## config.mk

```make
export PLATFORM = sky130hd
export DESIGN_NAME = uart_frame_tx_flat
export DESIGN_NICKNAME = d
export VERILOG_FILES = /design/src/rtl/uart_frame_pkg.sv /design/src/rtl/uart_frame_tx_if.sv /design/src/rtl/uart_frame_tx.sv /design/src/flat_wrapper.sv
export SDC_FILE = /design/constraint.sdc
export NUM_CORES = 1
export LEC_CHECK = 0
export CAP_MARGIN = 20
export CORE_MARGIN = 2
export CORE_UTILIZATION = 45
export CTS_CLUSTER_SIZE = 24
export DETAILED_ROUTE_END_ITERATION = 10
export GPL_TIMING_DRIVEN = 0
export PLACE_DENSITY = 0.87
export REMOVE_ABC_BUFFERS = 1
export SYNTH_ARGS = -nofsm -noshare
export SYNTH_HDL_FRONTEND = slang
export SYNTH_SLANG_ARGS = --single-unit
```

## constraint.sdc

```tcl
create_clock -name clk -period 1.84 [get_ports clk]
set_clock_uncertainty 0.05 [all_clocks]
set_input_delay 0.552 -clock clk [delete_from_list [all_inputs] [get_ports clk]]
set_output_delay 0.552 -clock clk [all_outputs]
set_load 0.05 [all_outputs]
```

## src/rtl/uart_frame_pkg.sv

```systemverilog
// Package: uart_frame_pkg
// Frame constants and FSM state type shared by the frame transmitter and receiver.
// A frame is EB 9C followed by eight payload bytes, LSB first. When
// FRAME_TX_CHKSUM_EN is defined, a checksum byte follows.
package uart_frame_pkg;

  localparam logic [7:0] FRAME_HEAD_FB       = 8'hEB;
  localparam logic [7:0] FRAME_HEAD_SB       = 8'h9C;
  localparam int         FRAME_PAYLOAD_BYTES = 8;

  typedef enum logic [2:0] {
    S_IDLE,
    S_HEAD_FB,
    S_HEAD_SB,
    S_PAYLOAD,
    S_CHK,
    S_GAP
  } frame_state_e;

  // Payload byte k is bits [8k+7:8k] of the command word.
  function automatic logic [7:0] payload_byte(input logic [63:0] word, input logic [2:0] idx);
    return word[{idx, 3'b000} +: 8];
  endfunction

endpackage

```

## src/rtl/uart_frame_tx_if.sv

```systemverilog
// Interface: uart_frame_tx_if
// Carries the command-word handshake from the host and the byte handshake to the UART serialiser.
// The transmitter connects to the slave modport. The host and serialiser side connects to the master modport.
interface uart_frame_tx_if;

  logic [63:0] frame_word_in;
  logic        frame_word_ena;
  logic        frame_word_rdy;
  logic [7:0]  tx_data_out;
  logic        tx_data_ena;
  logic        tx_data_rdy;

  modport master (
    output frame_word_in, frame_word_ena, tx_data_rdy,
    input  frame_word_rdy, tx_data_out, tx_data_ena
  );

  modport slave (
    input  frame_word_in, frame_word_ena, tx_data_rdy,
    output frame_word_rdy, tx_data_out, tx_data_ena
  );

endinterface

```

## src/rtl/uart_frame_tx.sv

```systemverilog
// Module: uart_frame_tx
// Serialises one accepted 64-bit command word into EB 9C + 8 payload bytes (LSB first).
// An idle gap of GAP_CYCLES cycles follows each frame.
// Optional feature macro: FRAME_TX_CHKSUM_EN adds a trailing byte. The byte makes the sum of all 11 bytes equal to 0.
module uart_frame_tx
  import uart_frame_pkg::*;
#(
  parameter int GAP_CYCLES = 16,
  parameter int CNT_W      = 16
) (
  input  logic             clk,
  input  logic             rst_n,
  uart_frame_tx_if.slave   bus,
  output logic             busy,
  output logic [CNT_W-1:0] frame_cnt
);

  localparam int             GAP_W    = (GAP_CYCLES > 1) ? $clog2(GAP_CYCLES) : 1;
  localparam logic [GAP_W-1:0] GAP_LAST = (GAP_CYCLES > 0) ? GAP_W'(GAP_CYCLES - 1) : '0;
  localparam logic [2:0]     LAST_IDX = 3'(FRAME_PAYLOAD_BYTES - 1);

  frame_state_e     r_state;
  frame_state_e     w_state_next;
  logic [63:0]      r_word;
  logic [2:0]       r_idx;
  logic [GAP_W-1:0] r_gap;
  logic [CNT_W-1:0] r_cnt;
  logic             r_rdy;
  logic [7:0]       w_tx_byte;
  logic             w_tx_ena;
  logic             w_accept;
  logic             w_cons;
  logic             w_frame_done;
`ifdef FRAME_TX_CHKSUM_EN
  logic [7:0]       r_acc;
`endif

  // r_rdy is only ever high in IDLE, so it alone qualifies the accept.
  assign w_accept = bus.frame_word_ena && r_rdy;
  assign w_cons   = w_tx_ena && bus.tx_data_rdy;
  // Leaving a byte state for GAP or IDLE only happens on the last byte of a frame.
  assign w_frame_done = w_cons && ((w_state_next == S_GAP) || (w_state_next == S_IDLE));

  // Next state, presented byte and its valid flag, all decoded from the current state.
  always_comb begin
    w_state_next = r_state;
    w_tx_ena     = 1'b0;
    w_tx_byte    = 8'h00;
    case (r_state)
      S_IDLE: begin
        if (w_accept) w_state_next = S_HEAD_FB;
      end
      S_HEAD_FB: begin
        w_tx_ena  = 1'b1;
        w_tx_byte = FRAME_HEAD_FB;
        if (bus.tx_data_rdy) w_state_next = S_HEAD_SB;
      end
      S_HEAD_SB: begin
        w_tx_ena  = 1'b1;
        w_tx_byte = FRAME_HEAD_SB;
        if (bus.tx_data_rdy) w_state_next = S_PAYLOAD;
      end
      S_PAYLOAD: begin
        w_tx_ena  = 1'b1;
        w_tx_byte = payload_byte(r_word, r_idx);
        if (bus.tx_data_rdy && (r_idx == LAST_IDX)) begin
`ifdef FRAME_TX_CHKSUM_EN
          w_state_next = S_CHK;
`else
          if (GAP_CYCLES == 0) w_state_next = S_IDLE;
          else                 w_state_next = S_GAP;
`endif
        end
      end
`ifdef FRAME_TX_CHKSUM_EN
      S_CHK: begin
        w_tx_ena  = 1'b1;
        w_tx_byte = 8'h00 - r_acc;
        if (bus.tx_data_rdy) begin
          if (GAP_CYCLES == 0) w_state_next = S_IDLE;
          else                 w_state_next = S_GAP;
        end
      end
`endif
      S_GAP: begin
        if (r_gap == GAP_LAST) w_state_next = S_IDLE;
      end
      default: w_state_next = S_IDLE;
    endcase
  end

  // State register, word latch, payload index, gap counter and sent-frame counter.
  always_ff @(posedge clk) begin
    if (!rst_n) begin
      r_state <= S_IDLE;
      r_word  <= '0;
      r_idx   <= '0;
      r_gap   <= '0;
      r_cnt   <= '0;
      r_rdy   <= 1'b0;
    end else begin
      r_state <= w_state_next;
      r_rdy   <= (w_state_next == S_IDLE);
      if (w_accept) begin
        r_word <= bus.frame_word_in;
        r_idx  <= '0;
      end else if (w_cons && (r_state == S_PAYLOAD)) begin
        r_idx <= r_idx + 3'd1;
      end
      if (r_state == S_GAP) r_gap <= r_gap + 1'b1;
      else                  r_gap <= '0;
      if (w_frame_done) r_cnt <= r_cnt + 1'b1;
    end
  end

`ifdef FRAME_TX_CHKSUM_EN
  // Running byte sum of the frame. It is cleared on accept, so the checksum state can emit its negation.
  always_ff @(posedge clk) begin
    if (!rst_n) begin
      r_acc <= '0;
    end else if (w_accept) begin
      r_acc <= '0;
    end else if (w_cons) begin
      r_acc <= r_acc + w_tx_byte;
    end
  end
`endif

  assign bus.frame_word_rdy = r_rdy;
  assign bus.tx_data_out    = w_tx_byte;
  assign bus.tx_data_ena    = w_tx_ena;
  assign busy               = (r_state != S_IDLE);
  assign frame_cnt          = r_cnt;

endmodule

```

## src/flat_wrapper.sv

```systemverilog
// flat-port wrapper written by rule: the top's interface ports become plain ports
module uart_frame_tx_flat import uart_frame_pkg::*;
#(
  parameter int GAP_CYCLES = 16,
  parameter int CNT_W      = 16
)
  (clk, rst_n, busy, frame_cnt, bus_frame_word_in, bus_frame_word_ena, bus_tx_data_rdy, bus_frame_word_rdy, bus_tx_data_out, bus_tx_data_ena);
  uart_frame_tx_if bus_i ();
  input  logic clk;
  input  logic rst_n;
  output logic busy;
  output logic [CNT_W-1:0] frame_cnt;
  input wire logic [$bits(bus_i.frame_word_in)-1:0] bus_frame_word_in;
  input wire logic [$bits(bus_i.frame_word_ena)-1:0] bus_frame_word_ena;
  input wire logic [$bits(bus_i.tx_data_rdy)-1:0] bus_tx_data_rdy;
  output wire logic [$bits(bus_i.frame_word_rdy)-1:0] bus_frame_word_rdy;
  output wire logic [$bits(bus_i.tx_data_out)-1:0] bus_tx_data_out;
  output wire logic [$bits(bus_i.tx_data_ena)-1:0] bus_tx_data_ena;
  assign bus_i.frame_word_in = bus_frame_word_in;
  assign bus_i.frame_word_ena = bus_frame_word_ena;
  assign bus_i.tx_data_rdy = bus_tx_data_rdy;
  assign bus_frame_word_rdy = bus_i.frame_word_rdy;
  assign bus_tx_data_out = bus_i.tx_data_out;
  assign bus_tx_data_ena = bus_i.tx_data_ena;
  uart_frame_tx #(.GAP_CYCLES(GAP_CYCLES), .CNT_W(CNT_W)) u_core (.clk(clk), .rst_n(rst_n), .bus(bus_i), .busy(busy), .frame_cnt(frame_cnt));
endmodule
```

# Word-level counts from Yosys, hierarchy flattened
# Index checks and enable logic that the tools add are counted.
[word_totals] register_bits=91 latch_bits=0 ram_bits=0 mem_bits_ro=0 input_bits=68 out_inout_bits=27 elab_cells=38 n_memories=0
[classes] n_addsub=3 mul=0 n_div=0 magnitude_cmp=0 n_eq_ne=7 shift=1 mux=8 bitwise_logic=1 reduce_logical=12
[op_table] cell="$shiftx A64 B7 Y8" count=1
[op_table] cell="$pmux W8 S3" count=1
[op_table] cell="$add A16 B1 Y16 const B" count=1
[op_table] cell="$mux W3" count=5
[op_table] cell="$pmux W3 S5" count=1
[op_table] cell="$eq A3 B3 Y1 const B" count=3
[op_table] cell="$eq A3 B2 Y1 const B" count=2
[op_table] cell="$logic_not A3 Y1" count=2
[op_table] cell="$logic_and A1 B1 Y1" count=5
[op_table] cell="$add A4 B1 Y4 const B" count=1
[op_table] cell="$eq A4 B4 Y1 const B" count=1
[op_table] cell="$add A3 B1 Y3 const B" count=1
[op_table] cell="$eq A3 B1 Y1 const B" count=1
[op_table] cell="$reduce_bool A3 Y1" count=1
[op_table] cell="$reduce_or A3 Y1" count=1
[op_table] cell="$reduce_and A2 Y1" count=1
[op_table] cell="$reduce_or A2 Y1" count=1
[op_table] cell="$logic_or A1 B1 Y1" count=1
[op_table] cell="$mux W1" count=1
[op_table] cell="$not A1 Y1" count=1

# Depth between registers and ports, before layout
[logic_depth] depth_word=7 mapped_depth=7 depth_no_buf=6

# Worst setup path after synthesis
# No wires, ideal clock.
[synth_path] kind="register -> output" start="register u_core.r_idx[1]" end="output bus_tx_data_out[3]" arrival_ns=2.018 t_required_ns=1.238 slack_ns=-0.780 stages_incl_launch_ff=6 path_cell_list="dfxtp_1 -> buf_6 -> buf_6 -> mux4_2 -> o22ai_1 -> nor3_1"
[synth_via] elab_chain_len=2
[synth_rtl] element="start, declared" line="uart_frame_tx.sv:25" rtl="logic [2:0] r_idx;"
[synth_rtl] element="start signal, assigned" line="uart_frame_tx.sv:108" rtl="r_idx <= r_idx + 3'd1;"
[synth_rtl] element="$shiftx A64 B7 Y8" line="uart_frame_pkg.sv:22" rtl="return word[{idx, 3'b000} +: 8];"
[synth_rtl] element="$pmux W8 S3" line="uart_frame_tx.sv:49" rtl="case (r_state)"
[synth_rtl] element="end, declared" line="flat_wrapper.sv:17" rtl="output wire logic [$bits(bus_i.tx_data_out)-1:0] bus_tx_data_out;"
# No other way between the ends.

# Worst setup path after layout
[layout_path] start="register u_core.r_idx[1]" end="output bus_tx_data_out[0]"
# Same word-level chain as after synthesis.

==> run summary <==
arrival time at the worst endpoint: 1910 ps
commonest non-fill, non-tap cells in the layout: nand2_1, dfxtp_1, a21oi_1, clkdlybuf4s50_1, nor2_1
leakage power: 2.04 nW
antenna-violating nets left: 0
global-route wire length before repair: 16.4 mm
Sw Share: 0.275
Worst setup EP type: output pin
DRC Markers: 0
initial antenna violation count: 0
Post-synth ARST share: 0
Seq cells post-synth: 91
commonest non-fill, non-tap cell in the layout: nand2_1
failing checks: setup timing
DP Wirelength: 6.62 mm
Final setup viols: 22
Seq pwr share: 0.529
n_diodes: 0
minimum clock period: 2510 ps
Hold Crit Class: flip-flop to flip-flop
Area Growth Syn to Fin: 39.4%
cells after synthesis: 459
Fin. Hold Viols: 0
yosys warns: 0
internal power: 0.00287 W
maximum vdd drop: 0.519 mV
number of synthesized flops with an enable pin: 0
Clock transition at path regs: 90 ps
Setup CP Type: flip-flop to output pin
status: complete, but fails checks
Yosys cell types: 41
CP startpoint kind: flip-flop
P_sw: 0.00109 W
clock share of power: 0.319
Vias: 3,607
io pins: 95
number of global-route vias before repair: 3,581
routed len/inst: 15.2 µm
Max Freq: 398 MHz
H-tree Lvls: 3
total power: 0.00395 W
core area: 8640 µm²
hold slack: 405 ps
Final WS setup: -673 ps
critical-path maximum fanout: 7
CTS root buffer: clkbuf_8
ys flop type: dfxtp_1
RSZ-0062 raised after global routing: yes
routed vias/inst: 5.43
WP data required: 1240 ps
largest net degree at the start of global routing: 48
Clock Sinks: 91
grt ovf: 0
Cell Pwr Density: 717 nW/µm²
Slew Limit Fails: 0
DRT iter0 DRCs: 138
crit share post-route: 1.37
mean post-synth cell area: 8.62 µm²
TritonRoute pass-1 iters: 4
final wirelength: 10.1 mm
die area: 9560 µm²
slew margin rel.: 0.687
Comb power frac: 0.151
die width: 97.8 µm
max_cap viols: 0
share of layout cells above drive strength 1: 0.223
dpl ws: -1160 ps
port bufs: 94
CTS tree: done
CTS buffer count: 9
GP Congestion: 0.783
row count: 34
post-synthesis sequential area ratio: 0.460
Worst-Margin Slew: 469 ps
Total Routing Usage GR: 0.211
CTS max path bufs: 2
Skew-Pair Late Insertion Delay: 350 ps
nets: 623
# hold bufs at CTS: 0
Die Y: 97.8 µm
synthesized area: 3960 µm²
Initial Utilization: 0.458
[registers in the layout, summed over array words and instances (netlist names)]
register / cells
u_core.r_gap: 4
u_core.r_state: 3
u_core.bus.frame_word_rdy: 1
u_core.r_word: 64
u_core.frame_cnt: 16
u_core.r_idx: 3
[final timing paths]
path | from | endpoint | slack (ps) | depth (start not counted)
setup / recovery | u_core.r_idx[1] | bus_tx_data_out[0] | -670 | 5
hold reg to reg | u_core.r_word[39] | u_core.r_word[39] | 410 | 2
hold / removal | u_core.r_word[39] | u_core.r_word[39] | 410 | 2
setup reg to reg | u_core.r_idx[1] | u_core.frame_cnt[3] | -190 | 9
[cell type report]
| class | instances | area, µm² |
|---|---|---|
| Clock buffer | 10 | 138 |
| Fill cell | 685 | 3120 |
| Sequential cell | 91 | 1840 |
| Timing Repair Buffer | 113 | 1190 |
| Inverter | 3 | 16.3 |
| Multi-Input combinational cell | 333 | 2150 |
| Clock inverter | 6 | 48.8 |
| Tap cell | 108 | 135 |
[metrics by stage]
stage	util	cell area, µm²	instances	setup TNS (ps)
4_1_cts	0.627	5420	661	-7240
2_1_floorplan	-	3810	427	-39040
3_3_place_gp	0.566	4890	629	-110240
3_5_place_dp	0.577	4980	633	-42380
5_1_grt	0.639	5520	664	-8290
6_report	0.639	5520	664	-6520
[what timing repair did]
| action | 4_1_cts | 5_1_grt |
|---|---|---|
| endpoints found under the hold margin | 0 | 0 |
| gates cloned | 1 | 0 |
| setup endpoints to repair | 89 | 68 |
| gates resized for setup | 150 | 31 |
| pin swaps | 14 | 2 |
| buffers inserted | 11 | 4 |
[cells by family (layout without fill, tap and decap cells)]
kind of cell	count (synthesis)	count (layout)	share of synthesized area
AND/OR/NAND/NOR	208	208	0.240
flip-flops	91	91	0.460
AO/OA/AOI/OAI	87	87	0.114
buffers and inverters	35	132	0.0392
multiplexers	23	23	0.109
XOR/XNOR	11	11	0.0243
adder cells (fa/ha/maj)	4	4	0.0126
[critical path: stages, from the launching register on]
cell and delay [ps]:
dfxtp_4 430, buf_16 150, mux4_2 540, o22ai_2 200
nor2_2 70, buf_6 160
[Yosys cell counts, drive strengths merged (3+ instances only)]
| library cell | instances | area share |
|---|---|---|
| nand2 | 142 | 0.13 |
| dfxtp | 91 | 0.46 |
| a21oi | 74 | 0.094 |
| nor2 | 22 | 0.021 |
| clkbuf | 18 | 0.017 |
| mux4 | 16 | 0.091 |
| buf | 14 | 0.019 |
| nand3 | 8 | 0.013 |
| mux2i | 7 | 0.018 |
| o22ai | 6 | 0.0095 |
| xor2 | 6 | 0.013 |
| nand2b | 5 | 0.0079 |
| nand4 | 5 | 0.0095 |
| nor3 | 5 | 0.0092 |
| or3 | 5 | 0.0079 |
| xnor2 | 5 | 0.011 |
| ha | 4 | 0.013 |
| o21ai | 4 | 0.0051 |
| inv | 3 | 0.0028 |
| nand4b | 3 | 0.010 |
[power groups by stage]
stage	logic [W]	registers, W	clock network [W]
floorplan	0.000281	0.00214	0
global placement	0.000533	0.00213	0
detailed placement	0.000561	0.00214	0
CTS	0.000579	0.00209	0.00128
global route	0.000647	0.00210	0.00136
finish	0.000597	0.00209	0.00126
[metal layers]
metal | GRT usage | share of wire | vias up
met5 | 0 | 0 | -
met4 | 0.0748 | 0.017 | 0
met3 | 0.0365 | 0.054 | 14
met2 | 0.379 | 0.52 | 130
met1 | 0.255 | 0.40 | 1717
li1 | - | - | 1746
Power figures use the tool's default switching activity.
